**config.mk**
```make
export PLATFORM = sky130hd
export DESIGN_NAME = ram_access_ctrl
export DESIGN_NICKNAME = d
export VERILOG_FILES = /design/src/rtl/ram_access_ctrl.sv
export SDC_FILE = /design/constraint.sdc
export NUM_CORES = 1
export LEC_CHECK = 0
export BUFFER_PORTS_ARGS = -buffer_cell sky130_fd_sc_hd__buf_2
export CAP_MARGIN = 15
export CORE_ASPECT_RATIO = 0.7
export CORE_UTILIZATION = 40
export DETAILED_ROUTE_END_ITERATION = 12
export HOLD_SLACK_MARGIN = 0.06
export PLACE_DENSITY = 0.67
export REMOVE_ABC_BUFFERS = 1
export SETUP_SLACK_MARGIN = 0.5
export SLEW_MARGIN = 0
export SYNTH_ARGS = -nofsm -noshare
export SYNTH_HDL_FRONTEND = slang
export SYNTH_SLANG_ARGS = --single-unit
```
**constraint.sdc**
```tcl
create_clock -name i_clk -period 2.3 [get_ports i_clk]
set_input_delay 0.46 -clock i_clk [delete_from_list [all_inputs] [get_ports i_clk]]
set_output_delay 0.46 -clock i_clk [all_outputs]
set_load 0.03 [all_outputs]
```
**src/rtl/ram_access_ctrl.sv**
```systemverilog
// Synchronous front end for an asynchronous RAM.
// Takes one read or write request at a time over a valid/ready handshake.
// Write strobe timing is set by SETUP/PULSE/HOLD_CYCLES and read timing by READ_CYCLES.
// Address and data stay stable for the whole strobe window.
// Every output comes straight from a flop.
module ram_access_ctrl #(
   parameter int ADDR_WIDTH   = 16,
   parameter int DATA_WIDTH   = 16,
   parameter int SETUP_CYCLES = 1,
   parameter int PULSE_CYCLES = 2,
   parameter int HOLD_CYCLES  = 1,
   parameter int READ_CYCLES  = 2
) (
   input  logic                  i_clk,
   input  logic                  i_nrst,
   input  logic                  i_reqValid,
   output logic                  o_reqReady,
   input  logic                  i_reqWrite,
   input  logic [ADDR_WIDTH-1:0] i_reqAddress,
   input  logic [DATA_WIDTH-1:0] i_reqData,
   output logic                  o_done,
   output logic [DATA_WIDTH-1:0] o_readData,
   output logic [ADDR_WIDTH-1:0] o_ramAddress,
   output logic                  o_ramWriteNEn,
   output logic [DATA_WIDTH-1:0] o_ramWriteData,
   input  logic [DATA_WIDTH-1:0] i_ramReadData,
   output logic                  o_ramNoe
);

   // The phase counter counts down to zero, so each phase loads its length minus one.
   localparam logic [7:0] S_LOAD = 8'(SETUP_CYCLES - 1);
   localparam logic [7:0] P_LOAD = 8'(PULSE_CYCLES - 1);
   localparam logic [7:0] H_LOAD = 8'(HOLD_CYCLES - 1);
   localparam logic [7:0] R_LOAD = 8'(READ_CYCLES - 1);

   typedef enum logic [2:0] {IDLE, W_SETUP, W_PULSE, W_HOLD, R_ACCESS} state_t;

   state_t                state, state_nxt;
   logic [7:0]            cnt, cnt_nxt;
   logic                  ready_nxt, done_nxt, wen_nxt, noe_nxt;
   logic [ADDR_WIDTH-1:0] addr_nxt;
   logic [DATA_WIDTH-1:0] wdata_nxt, rdata_nxt;
   logic                  accept;

   assign accept = i_reqValid & o_reqReady;

   // Next state, phase timing and the next value of every registered output.
   always_comb begin
      state_nxt = state;
      cnt_nxt   = cnt;
      ready_nxt = o_reqReady;
      done_nxt  = 1'b0;
      wen_nxt   = o_ramWriteNEn;
      noe_nxt   = o_ramNoe;
      addr_nxt  = o_ramAddress;
      wdata_nxt = o_ramWriteData;
      rdata_nxt = o_readData;
      case (state)
         IDLE: begin
            // Ready comes up on the first edge after reset and stays up until an accept.
            ready_nxt = 1'b1;
            if (accept) begin
               ready_nxt = 1'b0;
               addr_nxt  = i_reqAddress;
               wdata_nxt = i_reqData;
               if (i_reqWrite) begin
                  state_nxt = W_SETUP;
                  cnt_nxt   = S_LOAD;
               end else begin
                  state_nxt = R_ACCESS;
                  cnt_nxt   = R_LOAD;
                  noe_nxt   = 1'b0;
               end
            end
         end
         W_SETUP: begin
            if (cnt == 8'd0) begin
               state_nxt = W_PULSE;
               cnt_nxt   = P_LOAD;
               wen_nxt   = 1'b0;
            end else begin
               cnt_nxt = cnt - 8'd1;
            end
         end
         W_PULSE: begin
            if (cnt == 8'd0) begin
               state_nxt = W_HOLD;
               cnt_nxt   = H_LOAD;
               wen_nxt   = 1'b1;
            end else begin
               cnt_nxt = cnt - 8'd1;
            end
         end
         W_HOLD: begin
            if (cnt == 8'd0) begin
               state_nxt = IDLE;
               done_nxt  = 1'b1;
               ready_nxt = 1'b1;
            end else begin
               cnt_nxt = cnt - 8'd1;
            end
         end
         R_ACCESS: begin
            // Capture the RAM output on the edge that ends the last output-enable cycle.
            if (cnt == 8'd0) begin
               state_nxt = IDLE;
               noe_nxt   = 1'b1;
               rdata_nxt = i_ramReadData;
               done_nxt  = 1'b1;
               ready_nxt = 1'b1;
            end else begin
               cnt_nxt = cnt - 8'd1;
            end
         end
         default: begin
            state_nxt = IDLE;
            cnt_nxt   = 8'd0;
            ready_nxt = 1'b0;
            wen_nxt   = 1'b1;
            noe_nxt   = 1'b1;
         end
      endcase
   end

   // State and output registers; reset drops both strobes to inactive right away.
   always_ff @(posedge i_clk or negedge i_nrst) begin
      if (!i_nrst) begin
         state          <= IDLE;
         cnt            <= 8'd0;
         o_reqReady     <= 1'b0;
         o_done         <= 1'b0;
         o_ramWriteNEn  <= 1'b1;
         o_ramNoe       <= 1'b1;
         o_ramAddress   <= '0;
         o_ramWriteData <= '0;
         o_readData     <= '0;
      end else begin
         state          <= state_nxt;
         cnt            <= cnt_nxt;
         o_reqReady     <= ready_nxt;
         o_done         <= done_nxt;
         o_ramWriteNEn  <= wen_nxt;
         o_ramNoe       <= noe_nxt;
         o_ramAddress   <= addr_nxt;
         o_ramWriteData <= wdata_nxt;
         o_readData     <= rdata_nxt;
      end
   end

endmodule

```
Word-level counts from Yosys, hierarchy flattened
Cells that the tools add are included.
{"block": "totals", "register_bits": 63, "output_inout_bits": 52, "word_cells": 60}
{"block": "classes", "add_sub_neg": 1, "n_mux": 22, "n_eq_ne": 11, "n_reduce_logical": 13, "n_bitwise": 4}
{"cell": "two-way mux 8 bit", "count": 4}
{"cell": "one-hot mux 8 bit (4 select lines)", "count": 1}
{"cell": "two-way mux 3 bit", "count": 5}
{"cell": "inequality test 2 bit (second input constant)", "count": 6}
{"cell": "one-hot mux 3 bit (4 select lines)", "count": 1}
{"cell": "one-hot mux 1 bit (3 select lines)", "count": 3}
{"cell": "logical NOT 8 bit", "count": 1}
{"cell": "two-way mux 1 bit", "count": 8}
{"cell": "AND reduction 2 bit", "count": 4}
{"cell": "AND reduction 4 bit", "count": 2}
{"cell": "subtractor 8 x 1 -> 8 bit (second input constant)", "count": 1}
{"cell": "equality test 3 x 2 -> 1 bit (second input constant)", "count": 2}
{"cell": "OR reduction 3 bit", "count": 2}
{"cell": "OR reduction 2 bit", "count": 2}
{"cell": "equality test 3 x 1 -> 1 bit (second input constant)", "count": 1}
{"cell": "equality test 3 bit (second input constant)", "count": 1}
{"cell": "logical NOT 3 bit", "count": 1}
{"cell": "inverter 1 bit", "count": 3}
{"cell": "AND reduction 3 bit", "count": 1}
{"cell": "inequality test 2 x 1 -> 1 bit (second input constant)", "count": 1}
{"cell": "AND 1 bit", "count": 1}

Logic depth before layout (Yosys ltp)
{"block": "logic_depth", "depth_word": 4, "depth_mapped": 7, "ltp_nobuf": 6}

Worst setup path after synthesis
Ideal clock, no wire load.
{"block": "synth_timing", "kind": "register -> register", "from": "register cnt[0]", "to": "register o_readData[10]", "arrival_ns": 1.823, "setup_ns": 0.125, "path_stages_with_launch": 8, "slack_ns": 0.352, "period_less_slack_ns": 1.948, "cell_sequence": "dfrtp_1 -> inv_1 -> ha_1 -> or3b_2 -> nor2_4 -> nand3_4 -> buf_6 -> mux2_4"}
{"block": "synth_between", "elab_chain_cells": 2}
{"item": "start, declared", "line_no": "39", "rtl": "logic [7:0] cnt, cnt_nxt;"}
{"item": "start signal, assigned", "line_no": "139", "rtl": "cnt <= cnt_nxt;"}
{"item": "logical NOT 8 bit", "line_no": "105", "rtl": "if (cnt == 8'd0) begin"}
{"item": "AND reduction 2 bit (no line)"}
{"item": "end signal, assigned", "line_no": "146", "rtl": "o_readData <= rdata_nxt;"}
{"item": "end, declared", "line_no": "22", "rtl": "output logic [DATA_WIDTH-1:0] o_readData,"}
Every way passes these cells.
A chain may end at the register's enable or synchronous reset.

Final worst setup path
{"block": "layout_timing", "from": "register cnt[0]", "to": "register o_readData[13]"}
The elaborated chain is that of the path after synthesis.

==> results.yml <==
placed_design:
  dpl_cell_area_um2: 3508
  numPortBuffers: 103
  dp.cells: 409
  dp_hpwl_mm: 4.319
  post-place-ws_ns: 0.1605
  gp_congestion: 0.8902
power:
  intPower_w: 0.002040
  pwr-share-comb: 0.229
  max-vdd-ir-drop_mv: 0.3810
  sw_frac_of_total: 0.3138
  switchingPower_w: 0.0009328
  power.density_nw_per_um2: 758.3
  power_w: 0.002972
  p_leak_nw: 2.034
  p_seq_frac: 0.446
  clkPwrFrac: 0.325
layout:
  nNetsFinal: 395
  drive_above_1_share: 0.6127
  final_area_um2: 3920
  final_cell_mix: "103 x buf_2, 59 x dfrtp_1, 38 x mux2_2"
  areaGrowthSynthToFinish_pct: 36.87
  final_common_cell: "buf_2"
  diodes: 0
  stdcell_count: 440
die:
  die_w_um: 103.1
  num_io_pins: 104
  dieArea_um2: 7508
  rows: 25
  initial_utilization: 0.4181
  die_h_um: 72.80
  coreArea_um2: 6850
detailed_routing:
  routed_via_density: 5.030
  drtIter0Drc: 124
  totalWireLength_mm: 6.919
  wl_per_cell_um: 15.73
  drc_errors: 0
  dr.pass1.iters: 4
  vias: 2213
  postRouteAntennaNets: 0
logic_synthesis:
  synthFlopType: "dfrtp_1"
  synth.largest_area_cell: "dfrtp_1"
  synth.yosys.seq_area_share: 0.5513
  ys_ff_latch: 63
  synthCells: 214
  ys_types: 41
  yosysWarnings: 0
  syn_area_um2: 2864
  synth_top_area_share: 0.5330
  syn_area_per_cell_um2: 13.38
  ys_async_sr_fraction: 1.000
  synth_edf_count: 0
  synth.area.top_cells: "dfrtp_1 53%, mux2_2 15%, mux2_4 5.2%"
worst_hold_path:
  min_from: "i_ramReadData[8]"
  hp-class: "input pin to register"
grt:
  gr-total-overflow: 0
  grt_usage: 0.1905
  grt_pass1_vias: 2167
  antenna_found_initial: 0
  grt_first_pass_wirelength_mm: 10.57
  grt_start_max_net_pins: 33
worst_setup_path:
  cp.required_ns: 2.53
  cp.arrival_ns: 2.16
  critPathLaunchType: "register"
  crit_fanout: 5
  crit_start: "cnt[0]"
  rr_startpoint: "cnt[0]"
  end_kind: "register"
  crit_type: "register to register"
sta:
  period_minus_slack_ns: 1.928
  finalMaxSlewViolations: 0
  finalHoldViolCount: 0
  rsz0062_at_grt: "yes"
  worst_slack_ns: 0.3723
  fin_skew_ns: 0.007616
  max_freq_mhz: 518.8
  setup_viol: 0
  post-route-period-util: 0.8381
  slew-limit-headroom: 0.6930
  whs_ns: 0.3362
  tightest_slew_ns: 0.4606
status:
  status: "finished clean"
clock_tree:
  worstSkewPairLatency_ns: 0.35
  ctsLongestPathBuffers: 2
  tritoncts: "yes"
  cts_htree_levels: 3
  clk_pin_slew_worst_paths_ns: 0.08
  numClockSinks: 63
  clockRootBuffer: "clkbuf_8"
  numCtsBuffers: 9
flow_run:
  drv_cap: 0
==> cell usage after synthesis (2+ instances only) <==
cell type  instances
dfrtp_1           61
mux2_2            39
o21ai_0           11
a211oi_1          10
mux2_4            10
nor2_1             8
a21oi_1            6
buf_2              6
mux2i_1            6
o21bai_1           6
inv_1              5
buf_4              4
nand2_1            3
nand3b_1           3
nor3_1             3
or3b_2             3
dfstp_2            2
ha_1               2
nand2b_1           2
nor4_1             2
or3_1              2
==> final timing paths <==
path | to | slack, ns | cells after the start
min in group asynchronous | o_done | 0.59 | 2
max in group asynchronous | o_ramWriteNEn | 1.02 | 3
worst min register to register | o_ramNoe | 0.48 | 2
worst max-delay path | o_readData[13] | 0.37 | 7
worst max register to register | o_readData[13] | 0.37 | 7
worst min-delay path | o_readData[8] | 0.34 | 2
==> power groups by stage <==
| stage | clock [W] | sequential, W | combinational [W] |
|---|---|---|---|
| 5_1_grt | 0.00104 | 0.00134 | 0.000735 |
| 2_1_floorplan | 0 | 0.00140 | 0.000283 |
| 4_1_cts | 0.000997 | 0.00132 | 0.000637 |
| 3_5_place_dp | 0 | 0.00134 | 0.000546 |
| 3_3_place_gp | 0 | 0.00134 | 0.000531 |
| 6_report | 0.000967 | 0.00133 | 0.000680 |
==> final cells by class <==
cell class | instances | area [um2]
fill | 587 | 2930
sequential | 63 | 1582
multi-input combinational | 135 | 1242
timing repair buffer | 127 | 763.2
clock buffer | 9 | 123.9
tap | 94 | 117.6
clock inverter | 7 | 72.57
inverter | 5 | 18.77
==> repair_timing <==
item,in CTS,in global routing
gates resized for setup,15,2
buffers inserted,11,2
pin swaps,4,4
endpoints found under the hold margin,4,0
setup endpoints to repair,57,57
hold buffers,1,0
cloned,1,0
==> through the flow <==
step	setup TNS [ns]	util
after floorplan	-13.99	-
after global placement	0	0.5121
after detailed placement	0	0.5121
after CTS	0	0.5693
after global routing	0	0.5722
final	0	0.5722
==> metal layers <==
layer / global-route usage / up-vias / share of wire
met3: 0.06801 / 16 / 0.082
met5: 0 / - / 0
li1: - / 1034 / -
met2: 0.3089 / 126 / 0.46
met1: 0.2359 / 1037 / 0.44
met4: 0.06886 / 0 / 0.017
==> logic make-up (layout without fill, tap and decap cells) <==
| group | after synthesis | after routing | share of synthesized area |
|---|---|---|---|
| flops | 63 | 63 | 0.5513 |
| mux | 55 | 55 | 0.2267 |
| compound gates | 41 | 41 | 0.09262 |
| simple gates | 36 | 36 | 0.08607 |
| buf+inv | 16 | 148 | 0.03146 |
| fa+ha+maj | 2 | 2 | 0.008736 |
| xor+xnor | 1 | 1 | 0.003059 |
==> critical path, stage by stage, from the launching register on <==
cell and delay (ns):
dfrtp_1 0.40, inv_2 0.10, ha_4 0.15, or3b_4 0.40
nor2_4 0.14, nand3_4 0.15, buf_12 0.18, mux2_4 0.29
==> sequential cells by signal, summed over array words and instances, names as in the netlist <==
register and cells:
o_ramAddress 16, o_ramWriteData 16, o_readData 16, cnt 8
state 3, o_done 1, o_ramNoe 1, o_ramWriteNEn 1
o_reqReady 1
No activity file was read; power rests on OpenSTA's default activity.
